`src/rtl/global_pulse_mon_if.sv`:
```
// rtl/global_pulse_mon_if.sv - pulse monitor stimulus/result bundle with master/slave views
interface global_pulse_mon_if;
    logic        GlobalPulse;
    logic [3:0]  ExpWidth;
    logic        ExpCheckEn;
    logic        Busy;
    logic        WidthValid;
    logic [10:0] WidthCnt;
    logic [3:0]  WidthCode;
    logic        CodeErr;
    logic        Overflow;
    logic        Mismatch;
    logic [15:0] PulseCount;

    modport master (
        output GlobalPulse, ExpWidth, ExpCheckEn,
        input  Busy, WidthValid, WidthCnt, WidthCode, CodeErr, Overflow, Mismatch, PulseCount
    );

    modport slave (
        input  GlobalPulse, ExpWidth, ExpCheckEn,
        output Busy, WidthValid, WidthCnt, WidthCode, CodeErr, Overflow, Mismatch, PulseCount
    );
endinterface

```
`src/rtl/global_pulse_mon.sv`:
```
// rtl/global_pulse_mon.sv - measures GlobalPulse high time and reports width code/check results
module global_pulse_mon (
    input  logic               clk,
    input  logic               Reset_b,
    global_pulse_mon_if.slave  bus
);
    typedef enum logic {ST_IDLE, ST_HIGH} state_t;

    state_t      r_state;
    logic        r_gp_prev;
    logic [10:0] r_cnt;
    logic        r_ovf_flag;
    logic        r_busy;
    logic        r_valid;
    logic [10:0] r_width_cnt;
    logic [3:0]  r_width_code;
    logic        r_code_err;
    logic        r_overflow;
    logic        r_mismatch;
    logic [15:0] r_pulse_count;

    logic        w_rise;
    logic        w_cnt_sat;
    logic        w_pow2;
    logic [3:0]  w_code;
    logic        w_code_err;
    logic [3:0]  w_exp_code;
    logic        w_mismatch;

    assign w_rise    = bus.GlobalPulse && !r_gp_prev;
    assign w_cnt_sat = &r_cnt;

    // Exactly one of the ten legal widths can match, so the loop acts as a one-hot log2.
    always_comb begin
        w_code = 4'hF;
        w_pow2 = 1'b0;
        for (int i = 0; i < 10; i++) begin
            if (r_cnt == (11'd1 << i)) begin
                w_code = 4'(i);
                w_pow2 = 1'b1;
            end
        end
    end

    assign w_code_err = !w_pow2 || r_ovf_flag;
    assign w_exp_code = (bus.ExpWidth > 4'd9) ? 4'd9 : bus.ExpWidth;
    assign w_mismatch = bus.ExpCheckEn && (w_code_err || (w_code != w_exp_code));

    // GpPrev resets high so a pulse already asserted at reset release is not a rising edge.
    always_ff @(posedge clk or negedge Reset_b) begin
        if (!Reset_b) begin
            r_state       <= ST_IDLE;
            r_gp_prev     <= 1'b1;
            r_cnt         <= '0;
            r_ovf_flag    <= 1'b0;
            r_busy        <= 1'b0;
            r_valid       <= 1'b0;
            r_width_cnt   <= '0;
            r_width_code  <= '0;
            r_code_err    <= 1'b0;
            r_overflow    <= 1'b0;
            r_mismatch    <= 1'b0;
            r_pulse_count <= '0;
        end else begin
            r_gp_prev <= bus.GlobalPulse;
            r_valid   <= 1'b0;
            case (r_state)
                ST_IDLE: begin
                    if (w_rise) begin
                        r_state    <= ST_HIGH;
                        r_cnt      <= 11'd1;
                        r_ovf_flag <= 1'b0;
                        r_busy     <= 1'b1;
                    end
                end
                ST_HIGH: begin
                    if (bus.GlobalPulse) begin
                        if (w_cnt_sat) begin
                            r_ovf_flag <= 1'b1;
                        end else begin
                            r_cnt <= r_cnt + 11'd1;
                        end
                    end else begin
                        r_state       <= ST_IDLE;
                        r_busy        <= 1'b0;
                        r_valid       <= 1'b1;
                        r_width_cnt   <= r_cnt;
                        r_width_code  <= w_code;
                        r_code_err    <= w_code_err;
                        r_overflow    <= r_ovf_flag;
                        r_mismatch    <= w_mismatch;
                        r_pulse_count <= r_pulse_count + 16'd1;
                    end
                end
                default: r_state <= ST_IDLE;
            endcase
        end
    end

    assign bus.Busy       = r_busy;
    assign bus.WidthValid = r_valid;
    assign bus.WidthCnt   = r_width_cnt;
    assign bus.WidthCode  = r_width_code;
    assign bus.CodeErr    = r_code_err;
    assign bus.Overflow   = r_overflow;
    assign bus.Mismatch   = r_mismatch;
    assign bus.PulseCount = r_pulse_count;
endmodule

```
`src/flat_wrapper.sv`:
```
// flat-port wrapper written by rule: the top's interface ports become plain ports
module global_pulse_mon_flat 
  (clk, Reset_b, bus_GlobalPulse, bus_ExpWidth, bus_ExpCheckEn, bus_Busy, bus_WidthValid, bus_WidthCnt, bus_WidthCode, bus_CodeErr, bus_Overflow, bus_Mismatch, bus_PulseCount);
  global_pulse_mon_if bus_i ();
  input  logic clk;
  input  logic Reset_b;
  input wire logic [$bits(bus_i.GlobalPulse)-1:0] bus_GlobalPulse;
  input wire logic [$bits(bus_i.ExpWidth)-1:0] bus_ExpWidth;
  input wire logic [$bits(bus_i.ExpCheckEn)-1:0] bus_ExpCheckEn;
  output wire logic [$bits(bus_i.Busy)-1:0] bus_Busy;
  output wire logic [$bits(bus_i.WidthValid)-1:0] bus_WidthValid;
  output wire logic [$bits(bus_i.WidthCnt)-1:0] bus_WidthCnt;
  output wire logic [$bits(bus_i.WidthCode)-1:0] bus_WidthCode;
  output wire logic [$bits(bus_i.CodeErr)-1:0] bus_CodeErr;
  output wire logic [$bits(bus_i.Overflow)-1:0] bus_Overflow;
  output wire logic [$bits(bus_i.Mismatch)-1:0] bus_Mismatch;
  output wire logic [$bits(bus_i.PulseCount)-1:0] bus_PulseCount;
  assign bus_i.GlobalPulse = bus_GlobalPulse;
  assign bus_i.ExpWidth = bus_ExpWidth;
  assign bus_i.ExpCheckEn = bus_ExpCheckEn;
  assign bus_Busy = bus_i.Busy;
  assign bus_WidthValid = bus_i.WidthValid;
  assign bus_WidthCnt = bus_i.WidthCnt;
  assign bus_WidthCode = bus_i.WidthCode;
  assign bus_CodeErr = bus_i.CodeErr;
  assign bus_Overflow = bus_i.Overflow;
  assign bus_Mismatch = bus_i.Mismatch;
  assign bus_PulseCount = bus_i.PulseCount;
  global_pulse_mon u_core (.clk(clk), .Reset_b(Reset_b), .bus(bus_i));
endmodule
```
`config.mk`:
```
export PLATFORM = sky130hd
export DESIGN_NAME = global_pulse_mon_flat
export DESIGN_NICKNAME = d
export VERILOG_FILES = /design/src/rtl/global_pulse_mon_if.sv /design/src/rtl/global_pulse_mon.sv /design/src/flat_wrapper.sv
export SDC_FILE = /design/constraint.sdc
export NUM_CORES = 1
export LEC_CHECK = 0
export ABC_CLOCK_PERIOD_IN_PS = 6040
export CAP_MARGIN = 10
export CORE_MARGIN = 8
export CORE_UTILIZATION = 30
export DETAILED_ROUTE_END_ITERATION = 10
export RECOVER_POWER = 25
export SKIP_CTS_REPAIR_TIMING = 1
export SLEW_MARGIN = 5
export SYNTH_ARGS = -nofsm -noshare
export SYNTH_HDL_FRONTEND = slang
export SYNTH_SLANG_ARGS = --single-unit
```
`constraint.sdc`:
```
create_clock -name clk -period 6.04 [get_ports clk]
set_clock_uncertainty 0.1 [all_clocks]
set_input_delay 1.812 -clock clk [delete_from_list [all_inputs] [get_ports clk]]
set_output_delay 1.812 -clock clk [all_outputs]
set_load 0.03 [all_outputs]
```
# Word level (Yosys, flattened, before mapping)

Cells that the tools add are included.

Bits in registers: 50
Input port bits: 8
Output and inout port bits: 36
Word-level logic and storage cells: 81

Add/subtract/negate cells: 2
Order comparisons: 1
Equality and inequality tests: 16
Mux-type cells: 37
Bitwise operators: 2
Reduce and logical (&&, ||, !) cells: 11

Operators with widths:

| kind                    | count |
|---|---|
| $mux W4                 | 11 |
| $mux W11                | 3 |
| $pmux W11 S2            | 1 |
| $mux W1                 | 19 |
| $add A16 B1 Y16 const B | 1 |
| $add A11 B1 Y11 const B | 1 |
| $eq A11 B1 Y1 const B   | 1 |
| $eq A11 B10 Y1 const B  | 1 |
| $eq A11 B2 Y1 const B   | 1 |
| $eq A11 B3 Y1 const B   | 1 |
| $eq A11 B4 Y1 const B   | 1 |
| $eq A11 B5 Y1 const B   | 1 |
| $eq A11 B6 Y1 const B   | 1 |
| $eq A11 B7 Y1 const B   | 1 |
| $eq A11 B8 Y1 const B   | 1 |
| $eq A11 B9 Y1 const B   | 1 |
| $reduce_and A11 Y1      | 1 |
| $ne A2 B2 Y1 const B    | 4 |
| $pmux W1 S2             | 3 |
| $reduce_and A3 Y1       | 2 |
| $gt A4 B4 Y1 const B    | 1 |
| $ne A4 B4 Y1            | 1 |
| $reduce_and A2 Y1       | 2 |
| $logic_and A1 B1 Y1     | 2 |
| other kinds (4)         | 7 |

# Depth between registers and ports, before layout

Depth in word-level cells: 15
Mapped depth: 8

# Least setup slack after synthesis

OpenSTA, ideal clock, no wires.

Kind: input to register
From: input port bus_GlobalPulse
To: register u_core.r_pulse_count[15], in the netlist u_core.bus.PulseCount[15]
Setup time: 133 ps
Arrival: 2907 ps
Path slack: 2900 ps
Stages: 8
Path buffers: 2
Cell sequence: nand2b_1 -> buf_2 -> inv_4 -> and4_1 -> buf_2 -> and3_1 -> nand4_1 -> xnor2_1

Cells in the longest elaborated chain, start to end: 2

RTL lines:

| element                     | RTL line               | text |
|---|---|---|
| start: declaration          | flat_wrapper.sv:7      | `input wire logic [$bits(bus_i.GlobalPulse)-1:0] bus_GlobalPulse;` |
| $not A1 Y1 (no line)        | -                      |  |
| $reduce_and A2 Y1 (no line) | -                      |  |
| end signal: assignment      | global_pulse_mon.sv:92 | `r_pulse_count <= r_pulse_count + 16'd1;` |
| end: declaration            | global_pulse_mon.sv:20 | `logic [15:0] r_pulse_count;` |

No other way between the ends.
A chain may end at the register's enable or synchronous reset.

==> qor.yml <==
grt_pass1_vias: 1956
p_per_area_nw_per_um2: 325
antenna_found_initial: 0
core_um2: 8130
netlist-cell-type-count: 50
min_path_type: "register to register"
grt-ovfl-total: 0
path_cells: "clkbuf_1 > clkbuf_1"
status: "finished with violations"
slowest_delay_ps: 1180
path_buf_inv: 2
yosysTopAreaCell: "dfrtp_1"
yosys-top-cells-area: "dfrtp_1 (49%), nand2_1 (7.5%), xnor2_1 (5.9%)"
cap_violations: 1
start_util_pct: 30.8
path_clk_slew_ps: 80
clkSinkCount: 50
final-setup-viol-count: 0
synth_edf_count: 0
cp_common_cell: "clkbuf_1"
worstHoldStart: "u_core.bus.WidthCnt[3]$_DFFE_PN0P_"
vias: 1859
fin_ws_ps: 2280
finalHoldViolCount: 0
cpLargestDelayFamily: "buffers and inverters"
pin_count: 44
port_buffers: 43
viasPerCell: 4.77
clk_latency_ps: 290
seq_area_frac_synth_pct: 50.0
h-tree-depth: 2
comb_power_share_pct: 36.9
critPathKind: "input port to async pin"
peakVddDrop_v: 0.0000880
drive_gt1_share_pct: 8.42
ys_seq_elements: 50
chipHeight_um: 107
fmax_ghz: 0.266
dp_slack_ps: 2150
clockPowerShare_pct: 18.9
rows: 33
cp_slowest_cell: "clkbuf_1"
p_sw_uw: 360
fin_tns_setup_ps: 0
tritoncts: "built"
swShare_pct: 36.1
die_w_um: 107
area.growth.synth_to_final_pct: 22.5
hold-worst-slack_ps: 386
numCtsBuffers: 5
final-max-slew-violation-count: 31
gp_congestion: 0.798
period_share_pct: 62.2
cp.required_ps: 6080
layout_commonest_cell: "nand2_1"
drt_wl_total_um: 5380
crit_path_end_kind: "async pin"
crit_start: "Reset_b"
crit_arrival_ps: 3800
rsz0062_at_grt: "false"
yosysWarnings: 0
clock_path_buffers: 2
internal_power_uw: 638
wire_per_inst_um: 13.8
final_cell_mix: "nand2_1 (50), dfrtp_1 (49), clkdlybuf4s50_1 (41)"
worst_slew_pin_slew_ps: 1530
pwr-share-seq_pct: 44.2
crit_fanout: 30
avgSynthCellArea_um2: 10.1
violations: "max-capacitance violations, max-slew violations"
grt_start_max_net_pins: 51
drt_pass1_iterations: 4
dominantRegCellSynth: "dfrtp_1"
ant_nets: 0
post-route-min-period_ps: 3760
clock-root-buffer: "clkbuf_8"
r2r-start: "u_core.r_cnt[0]$_DFFE_PN0P_"
synthDominantCellAreaShare_pct: 49.0
final_nets: 299
netlist_area_um2: 2500
syn_inst: 247
drt-initial-drc-count: 78
drcViolationCount: 0
startpoint_type: "input port"
grt_pass1_wl_um: 9320
syn-num-nets: 260
grtUsageTotal_pct: 9.92
dieArea_um2: 11500
async_flop_share_pct: 100
num_antenna_cells: 0
p_leak_uw: 0.00135
dpl.hpwl_um: 4050
max_slew_margin_pct: -1.93
-- area by class of cell --
class / instances / area [µm²]
fillers: 816 / 5070
multi-input cells: 178 / 1140
inverters: 5 / 21.3
clock buffers: 6 / 82.6
flip-flops and latches: 50 / 1250
well taps: 105 / 131
repair buffers: 46 / 443
-- state kept, by name (all words and copies together), names as in the netlist --
signal                 count
u_core.bus.PulseCount     16
u_core.bus.WidthCnt       11
u_core.r_cnt              11
u_core.bus.WidthCode       4
u_core.bus.Busy            1
u_core.bus.CodeErr         1
u_core.bus.Mismatch        1
u_core.bus.Overflow        1
u_core.bus.WidthValid      1
u_core.r_gp_prev           1
u_core.r_ovf_flag          1
u_core.r_state             1
-- synth_stat cells (2+ instances only) --
library cell,instances
clkbuf_1,2
a31oi_1,2
inv_1,4
xnor2_1,17
or3_1,5
nand2_2,2
dfrtp_1,49
nand3_1,9
and4_1,3
o21a_1,2
and2_1,2
a21boi_1,2
buf_6,4
ha_1,5
nand2_1,50
o31ai_1,2
nand4_1,5
and3_1,4
o21ai_0,11
xor2_1,7
nor2_1,15
buf_2,5
a21oi_1,9
nand2b_1,3
mux2i_1,2
buf_1,2
-- stage by stage --
stage          util [%]  std cells  total power, µW  instance area (µm²)
2_1_floorplan         -        247              686                 2500
3_3_place_gp       36.7        383              817                 2980
3_5_place_dp       36.7        383              822                 2980
4_1_cts            37.7        389             1010                 3070
5_1_grt            37.7        390             1060                 3070
6_report           37.7        390              998                 3070
-- cell families (layout without fill, tap and decap cells) --
group	after synthesis	after routing	share of synthesized area [%]
simple gates	109	109	22.8
flops	50	50	50.0
compound gates	37	37	10.4
xor+xnor	24	24	8.40
buf+inv	19	57	4.55
fa+ha+maj	5	5	2.50
mux	3	3	1.25
-- tightest hold or removal path, stage by stage (launching register included) --
cell and delay [ps]:
dfrtp_1 350, nand2_1 50, nand2_1 60
-- metal layers --
metal  wire length, µm  GRT usage [%]
met3               354           2.99
met5                 0              0
met4                93           3.77
met1              2290           11.5
met2              2650           16.9
-- worst paths after layout --
path                                                          to  slack [ps]  cells past startpoint
max                          u_core.bus.WidthCnt[10]$_DFFE_PN0P_        2280                      2
min                           u_core.bus.WidthCnt[3]$_DFFE_PN0P_         390                      2
max reg2reg                      u_core.bus.Mismatch$_DFFE_PN0P_        3940                      8
min reg2reg                   u_core.bus.WidthCnt[3]$_DFFE_PN0P_         390                      2
max in group clk           u_core.bus.PulseCount[15]$_DFFE_PN0P_        2350                      8
min in group asynchronous   u_core.bus.PulseCount[4]$_DFFE_PN0P_        1590                      1
-- power groups by stage --
stage	Sequential [µW]	Combinational [µW]	Clock [µW]
5_1_grt	451	400	212
2_1_floorplan	512	174	0
3_5_place_dp	449	373	0
4_1_cts	442	374	197
6_report	441	368	188
3_3_place_gp	448	369	0
No activity file was read; power rests on OpenSTA's default activity.
